<file path="src/rtl/grf_bypass_pkg.sv">
// Shared constants for the general register file: geometry, the hardwired zero
// register index and the retire-counter reset value.
package grf_bypass_pkg;

    localparam int GRF_DW       = 32;
    localparam int GRF_AW       = 5;
    localparam int GRF_ZERO_REG = 0;

    localparam logic [31:0] GRF_WR_COUNT_RST = 32'h0000_0000;

endpackage : grf_bypass_pkg

</file>
<file path="src/rtl/grf_bypass_read_port.sv">
// One combinational register-file read port with optional same-cycle
// write-through from the W stage; address 0 always reads as zero.
module grf_bypass_read_port
    import grf_bypass_pkg::*;
#(
    parameter int DW     = GRF_DW,
    parameter int AW     = GRF_AW,
    parameter bit BYPASS = 1'b1
) (
    input  logic [AW-1:0]                addr,
    input  logic [(2**AW)-1:0][DW-1:0]   regs,
    input  logic                         eff_wr,
    input  logic [AW-1:0]                wr_addr,
    input  logic [DW-1:0]                wr_data,
    output logic [DW-1:0]                data
);

    // Read mux: zero register first, then bypass, then committed storage.
    always_comb begin
        data = '0;
        if (addr == AW'(GRF_ZERO_REG)) begin
            data = '0;
        end else if (BYPASS && eff_wr && (wr_addr == addr)) begin
            data = wr_data;
        end else begin
            data = regs[addr];
        end
    end

endmodule : grf_bypass_read_port

</file>
<file path="src/rtl/grf_bypass.sv">
// General register file fed by the W-stage write interface, with two bypassed
// D-stage read ports, a committed-state debug port and a retire trace record.
module grf_bypass
    import grf_bypass_pkg::*;
#(
    parameter int DW     = GRF_DW,
    parameter int AW     = GRF_AW,
    parameter bit BYPASS = 1'b1
) (
    input  logic          Clk,
    input  logic          Rst,
    input  logic [AW-1:0] A1,
    input  logic [AW-1:0] A2,
    output logic [DW-1:0] RD1,
    output logic [DW-1:0] RD2,
    input  logic [AW-1:0] A3,
    input  logic [DW-1:0] WD,
    input  logic          RFWr,
    input  logic [31:0]   PC,
    input  logic [AW-1:0] Dbg_A,
    output logic [DW-1:0] Dbg_RD,
    output logic [31:0]   Wr_Count,
    output logic [AW-1:0] Last_A3,
    output logic [DW-1:0] Last_WD,
    output logic [31:0]   Last_PC,
    output logic          Last_Valid
);

    localparam int NREG = 2**AW;

    logic [NREG-1:0][DW-1:0] regs_r;
    logic [31:0]             wr_count_r;
    logic [AW-1:0]           last_a3_r;
    logic [DW-1:0]           last_wd_r;
    logic [31:0]             last_pc_r;
    logic                    last_valid_r;
    logic                    eff_wr_s;

    // Writes to the zero register are dropped entirely; RFWr gates A3 so X on an idle bus is harmless.
    always_comb begin
        eff_wr_s = 1'b0;
        if (RFWr) begin
            eff_wr_s = (A3 != AW'(GRF_ZERO_REG));
        end else begin
            eff_wr_s = 1'b0;
        end
    end

    // Register storage; entry 0 is never written so it stays at its reset value of zero.
    always_ff @(posedge Clk or posedge Rst) begin
        if (Rst) begin
            regs_r <= '0;
        end else if (eff_wr_s) begin
            regs_r[A3] <= WD;
        end else begin
            regs_r <= regs_r;
        end
    end

    // Retire counter and last-write trace record, updated only on effective writes.
    always_ff @(posedge Clk or posedge Rst) begin
        if (Rst) begin
            wr_count_r   <= GRF_WR_COUNT_RST;
            last_a3_r    <= '0;
            last_wd_r    <= '0;
            last_pc_r    <= 32'h0000_0000;
            last_valid_r <= 1'b0;
        end else if (eff_wr_s) begin
            wr_count_r   <= wr_count_r + 32'd1;
            last_a3_r    <= A3;
            last_wd_r    <= WD;
            last_pc_r    <= PC;
            last_valid_r <= 1'b1;
        end else begin
            wr_count_r   <= wr_count_r;
            last_a3_r    <= last_a3_r;
            last_wd_r    <= last_wd_r;
            last_pc_r    <= last_pc_r;
            last_valid_r <= last_valid_r;
        end
    end

    grf_bypass_read_port #(.DW(DW), .AW(AW), .BYPASS(BYPASS)) u_rd1 (
        .addr    (A1),
        .regs    (regs_r),
        .eff_wr  (eff_wr_s),
        .wr_addr (A3),
        .wr_data (WD),
        .data    (RD1)
    );

    grf_bypass_read_port #(.DW(DW), .AW(AW), .BYPASS(BYPASS)) u_rd2 (
        .addr    (A2),
        .regs    (regs_r),
        .eff_wr  (eff_wr_s),
        .wr_addr (A3),
        .wr_data (WD),
        .data    (RD2)
    );

    // The debug port shows committed state only, so its bypass is always off.
    grf_bypass_read_port #(.DW(DW), .AW(AW), .BYPASS(1'b0)) u_dbg (
        .addr    (Dbg_A),
        .regs    (regs_r),
        .eff_wr  (eff_wr_s),
        .wr_addr (A3),
        .wr_data (WD),
        .data    (Dbg_RD)
    );

    assign Wr_Count   = wr_count_r;
    assign Last_A3    = last_a3_r;
    assign Last_WD    = last_wd_r;
    assign Last_PC    = last_pc_r;
    assign Last_Valid = last_valid_r;

endmodule : grf_bypass

</file>
<file path="config.mk">
export PLATFORM = sky130hd
export DESIGN_NAME = grf_bypass
export DESIGN_NICKNAME = d
export VERILOG_FILES = /design/src/rtl/grf_bypass_pkg.sv /design/src/rtl/grf_bypass_read_port.sv /design/src/rtl/grf_bypass.sv
export SDC_FILE = /design/constraint.sdc
export NUM_CORES = 2
export LEC_CHECK = 0
export ABC_AREA = 0
export CAP_MARGIN = 5
export CORE_MARGIN = 8
export CORE_UTILIZATION = 65
export CTS_CLUSTER_SIZE = 30
export DETAILED_ROUTE_END_ITERATION = 10
export MAX_ROUTING_LAYER = met4
export PLACE_DENSITY = 0.89
export REMOVE_ABC_BUFFERS = 1
export SETUP_SLACK_MARGIN = 0.02
export SLEW_MARGIN = 20
export SYNTH_ARGS = -nofsm -noshare
export SYNTH_HDL_FRONTEND = slang
export SYNTH_SLANG_ARGS = --single-unit
</file>
<file path="constraint.sdc">
create_clock -name Clk -period 68.5 [get_ports Clk]
set_input_delay 20.55 -clock Clk [delete_from_list [all_inputs] [get_ports Clk]]
set_output_delay 20.55 -clock Clk [all_outputs]
set_load 0.01 [all_outputs]
</file>
# Yosys cells after proc, flatten, opt, wreduce, memory -nomap -nowiden
# Index checks and enable logic that the tools add are counted.
# Widths: inputs -> output; s select.
[word_totals]
out_inout_bits = 198
mem_bits_ro = 0
register_bits = 1126
input_bits = 87
latchBits = 0
n_memories = 0
ramBits = 0
[classes]
bitwise = 0
order_cmp = 5
n_div = 0
n_reduce_logical = 7
shifts = 0
n_eq_ne = 2
muxes = 15
n_addsub = 1
n_mul = 0
[op_table]
columns = ["op", "count"]
rows = [
  ["$bwmux 1024", 1],
  ["$bmux 32 s5", 3],
  ["$mux 32", 9],
  ["$demux 32 s5", 1],
  ["$add 32x1->32 const B", 1],
  ["$lt 5x6->1 const B", 4],
  ["$logic_not 5->1", 3],
  ["$eq 5x5->1", 2],
  ["$ge 5x1->1 const B", 1],
  ["$reduce_bool 5->1", 1],
  ["$logic_and 1x1->1", 3],
  ["$mux 1", 1],
]

# Depth between registers and ports, before layout
[depth]
word_depth = 5
mapped_depth = 11
mapped_depth_nobuf = 6

# Cells and area by module
# A second synthesis with hierarchy kept.
[unflattened]
hier_cells = 5091
area_unflattened_um2 = 68760.9
[by_module_without_submodules]
columns = ["module", "area_per_inst_um2", "cells_each", "n_inst", "seq_area_each_um2"]
rows = [
  ["grf_bypass", 42213.0, 2723, 1, 28177.0],
  ["grf_bypass_read_port (u_rd1 ...)", 9090.0, 852, 2, 0.0],
  ["grf_bypass_read_port (u_dbg)", 8368.0, 664, 1, 0.0],
]

# Worst setup path before layout
# OpenSTA, ideal clock, no wires.
[synth_timing]
path_kind = "input to output"
from = "input Dbg_A[0]"
to = "output Dbg_RD[10]"
path_stages = 6
slack_ns = 25.547
arrival_time_ns = 22.403
required_time_ns = 47.950
cell_sequence = "buf_2 > clkbuf_1 > mux4_2 > mux4_2 > mux2i_1 > nor2_1"
[synth_between]
elab_chain_len = 3
[synth_rtl]
columns = ["item", "line", "source"]
rows = [
  ["start: declaration", "grf_bypass.sv:20", "input logic [AW-1:0] Dbg_A,"],
  ["$bmux 32 s5", "grf_bypass_read_port.sv:26", "data = regs[addr];"],
  ["$mux 32 (not written as such)", "grf_bypass_read_port.sv:26", ""],
  ["$mux 32 *", "grf_bypass_read_port.sv:21", "if (addr == AW'(GRF_ZERO_REG)) begin"],
  ["end: declaration", "grf_bypass.sv:21", "output logic [DW-1:0] Dbg_RD,"],
]
# Mark *: on every way between the ends. The rest lies on a longest branch, timed or not. The select of a mux whose other input is x is not followed.

# Worst setup path after layout
[layout_timing]
from = "input A2[2]"
to = "output RD2[9]"
[layout_between]
elab_chain_len = 4
[layout_rtl]
columns = ["item", "line", "source"]
rows = [
  ["start: declaration", "grf_bypass.sv:13", "input logic [AW-1:0] A2,"],
  ["$bmux 32 s5 / $eq 5x5->1 (equally long branches)", "grf_bypass_read_port.sv:26, grf_bypass_read_port.sv:23", ""],
  ["$mux 32 (not written as such) / $logic_and 1x1->1 (equally long branches)", "grf_bypass_read_port.sv:26, grf_bypass_read_port.sv:23", ""],
  ["$mux 32", "grf_bypass_read_port.sv:23", "end else if (BYPASS && eff_wr && (wr_addr == addr)) begin"],
  ["$mux 32 *", "grf_bypass_read_port.sv:21", ""],
  ["end: declaration", "grf_bypass.sv:15", "output logic [DW-1:0] RD2,"],
]
# Marked as above.

==> impl_metrics.csv <==
group,metric,value,unit
placement,dpl.hpwl,124500,um
floorplan,die_h,338.1,um
timing,finalMaxSlewViolations,0,
worst_setup_path,crit_top_cell,"buf_4",
worst_setup_path,endpoint_kind,"primary output",
floorplan,placementRows,118,
timing,clock.fmax,21.98,MHz
worst_setup_path,cp.arrival,24.95,ns
synth,syn_inst,4611,
global_routing,antenna_found_initial,7,
synth,syn-cell-area,0.06743,mm2
drt,wl,220500,um
worst_setup_path,critical_path.cell_chain,"buf_4 > buf_4 > nor2_2 > buf_4 > nor4b_4 > nor2_4 > buf_4 > a22oi_1 > o21ai_0 > clkdlybuf4s50_1",
pwr,peakVddDrop,25.55,uV
worst_setup_path,r2r_end,"Wr_Count[30]",
global_routing,grt_use_total,0.3982,
worst_setup_path,reg2reg_depth,6,
global_routing,grt_pass1_wl,327000,um
drt,drcViolationCount,0,
worst_setup_path,reg2reg_from,"Wr_Count[7]",
global_routing,use_met3,0.1375,
synth,synth_seq_cells,1126,
drt,viasPerCell,7.954,
global_routing,grtUsageMet1,0.4839,
clocking,cts_tree,"done",
placement,io_buffers,284,
synth,synth-main-ff-cell,"dfrtp_1",
global_routing,grt_max_degree,197,
clocking,cts_root_buf,"clkbuf_16",
worst_setup_path,worst_setup_path_start_kind,"input pin",
synth,synth_area_leaders,"dfrtp_1 42%, mux4_2 27%, mux2_2 17%, mux2i_1 2.9%, nand2_1 1.9%",
drt,vias,48450,
layout,area_delta_synth_final,10.95,%
timing,setup_tns,0,ns
worst_setup_path,reg2reg_slack,66.13,ns
drt,dr.pass1.iters,8,
status,status,"completed",
global_routing,gr-max-usage-layer,"met2",
timing,clock_skew,0.003560,ns
floorplan,dieArea,0.1143,mm2
pwr,p_leak,31.62,nW
worst_setup_path,crit_path_top_delay_cell,"buf_4",
clocking,cts.repair.resized,0,
worst_setup_path,worstSetupPathType,"input pin to primary output",
drt,wire_per_inst,36.20,um
timing,max_slew.worst_pin.slew,1.241,ns
timing,setup_violations,0,
clocking,clockBufferDepth,3,
placement,dp_slack,23.17,ns
layout,mostFrequentLayoutCell,"dfrtp_1",
synth,yosysTopAreaCell,"dfrtp_1",
flow_run,maxCapViolCount,0,
floorplan,num_io_pins,285,
clocking,post_cts_buffers,0,
synth,synth_cell_types,64,
clocking,clk_pin_slew,0.06,ns
pwr,power_density,28.64,mW/mm2
placement,place_congestion,0.9121,
worst_setup_path,cp.required,47.95,ns
clocking,htree_num_levels,3,
worst_hold_path,hold_class,"flop to flop",
clocking,worstSkewPairLatency,0.71,ns
clocking,numCtsBuffers,115,
global_routing,grt_pass1_vias,49920,
worst_hold_path,min_from,"regs_r[27]",
global_routing,grt-ovfl-total,0,
layout,postLayoutCoreUtil,0.7250,
layout,drive_gt1_frac,0.4711,
layout,layout_common_cells,"1126 x dfrtp_1, 989 x mux2_2, 818 x mux4_2",
worst_hold_path,holdPathEnd,"regs_r[27]",
drt,ant_nets,0,
floorplan,start_util,0.6534,
floorplan,dieWidth,338.1,um
global_routing,use_met2,0.5685,
clocking,postCtsHoldBufs,0,
synth,syn_avg_cell_area,14.62,um2
timing,fin_crit,45.50,ns
synth,synth_edf_count,0,
synth,synth_top_area_frac,0.4178,
timing,slew_headroom,0.1720,
timing,rsz0062_at_grt,"false",
timing,fin_ws,23.00,ns
synth,ys_seq_area_frac,0.4178,
worst_setup_path,critPathMaxFanout,44,
worst_hold_path,min_path_cells,0,
synth,async_flop_share,1.000,
worst_setup_path,cpPeakStageDelay,0.74,ns
drt,drtIter0Drc,8424,
layout,layout.nets,4689,
synth,yosysWarnings,0,
floorplan,core-area,0.1032,mm2
clocking,clock-sinks,1126,
timing,hold_viol,0,
timing,period_share,0.6642,
-- layer usage --
layer / vias to the layer above / part of all wire
li1: 18010 / -
met1: 24650 / 0.33
met2: 4526 / 0.45
met3: 1270 / 0.15
met4: 0 / 0.081
met5: - / 0
-- worst max-delay path: cells and delay by family --
family          cells  cell delay [ns]
simple gates        3             0.98
compound gates      2             0.77
buf+inv             5             2.57
-- final cells by class --
class / instances / area [um2]
Timing Repair Buffer: 399 / 3797
Antenna cell: 10 / 25.02
Sequential cell: 1126 / 28180
Inverter: 9 / 46.29
Clock buffer: 151 / 3326
Clock inverter: 67 / 833.3
Tap cell: 1380 / 1727
Multi-Input combinational cell: 2950 / 36890
Fill cell: 5976 / 28380
-- where the power goes --
part | internal, mW | leakage, nW | switching [mW] | total [mW]
registers | 0.786 | 14.4 | 0.127 | 0.913
logic | 0.321 | 15.2 | 0.219 | 0.540
clock network | 0.403 | 2.03 | 0.287 | 0.690
total | 1.51 | 31.6 | 0.633 | 2.14
-- state kept, by name (all words and copies together) (netlist names) --
signal      cells
Last_A3         5
Last_WD        32
Wr_Count       32
Last_PC        32
Last_Valid      1
regs_r       1024
-- logic make-up after synthesis --
logic type      after synthesis  share of synthesized area
xor+xnor                     41                   0.005325
flops                      1126                     0.4178
simple gates                591                    0.03754
mux                        2007                     0.4681
buf+inv                     535                    0.03837
compound gates              310                    0.03260
fa+ha+maj                     1                  0.0001855
-- synth_stat cells, drive strengths merged (2+ instances only) --
cell / count
a221o: 11
inv: 7
dfrtp: 1126
or2: 2
nor4: 2
xnor2: 27
nand3: 37
nand3b: 3
o21ai: 43
mux4: 818
nand2: 336
mux2i: 194
a32o: 6
a32oi: 15
and4: 2
o311ai: 2
a21oi: 68
clkbuf: 268
a211oi: 39
buf: 258
o31ai: 2
a211o: 3
a221oi: 48
or3: 3
and2: 14
o22ai: 5
nand2b: 9
xor2: 14
mux2: 995
nor3b: 3
nor2: 120
clkinv: 2
nor3: 16
nor2b: 23
and3: 4
a31oi: 18
or4: 4
nand4: 12
a22oi: 40
-- per-stage QoR --
| stage | std cells | total power, mW | instance area [um2] | hold WS (ns) |
|---|---|---|---|---|
| 6_report | 6092 | 2.142 | 74820 | 0.4185 |
| 3_3_place_gp | 5861 | 1.406 | 70620 | 0.3938 |
| 2_1_floorplan | 4085 | 1.235 | 64880 | 0.3812 |
| 4_1_cts | 6080 | 2.125 | 74800 | 0.4183 |
| 5_1_grt | 6088 | 2.203 | 74810 | 0.4304 |
| 3_5_place_dp | 5862 | 1.438 | 70640 | 0.4025 |
-- worst max path at each step --
stage / start / to / slack (ns) / depth (start not counted)
CTS: Dbg_A[0] / Dbg_RD[9] / 23.13 / 8
detailed placement: Dbg_A[0] / Dbg_RD[9] / 23.17 / 8
global placement: Dbg_A[0] / Dbg_RD[9] / 23.17 / 8
global route: A2[0] / RD2[9] / 22.89 / 10
finish: A2[2] / RD2[9] / 23.00 / 10
floorplan: Rst / Last_A3[0] / 16.24 / 1
No activity file was read; power rests on OpenSTA's default activity.
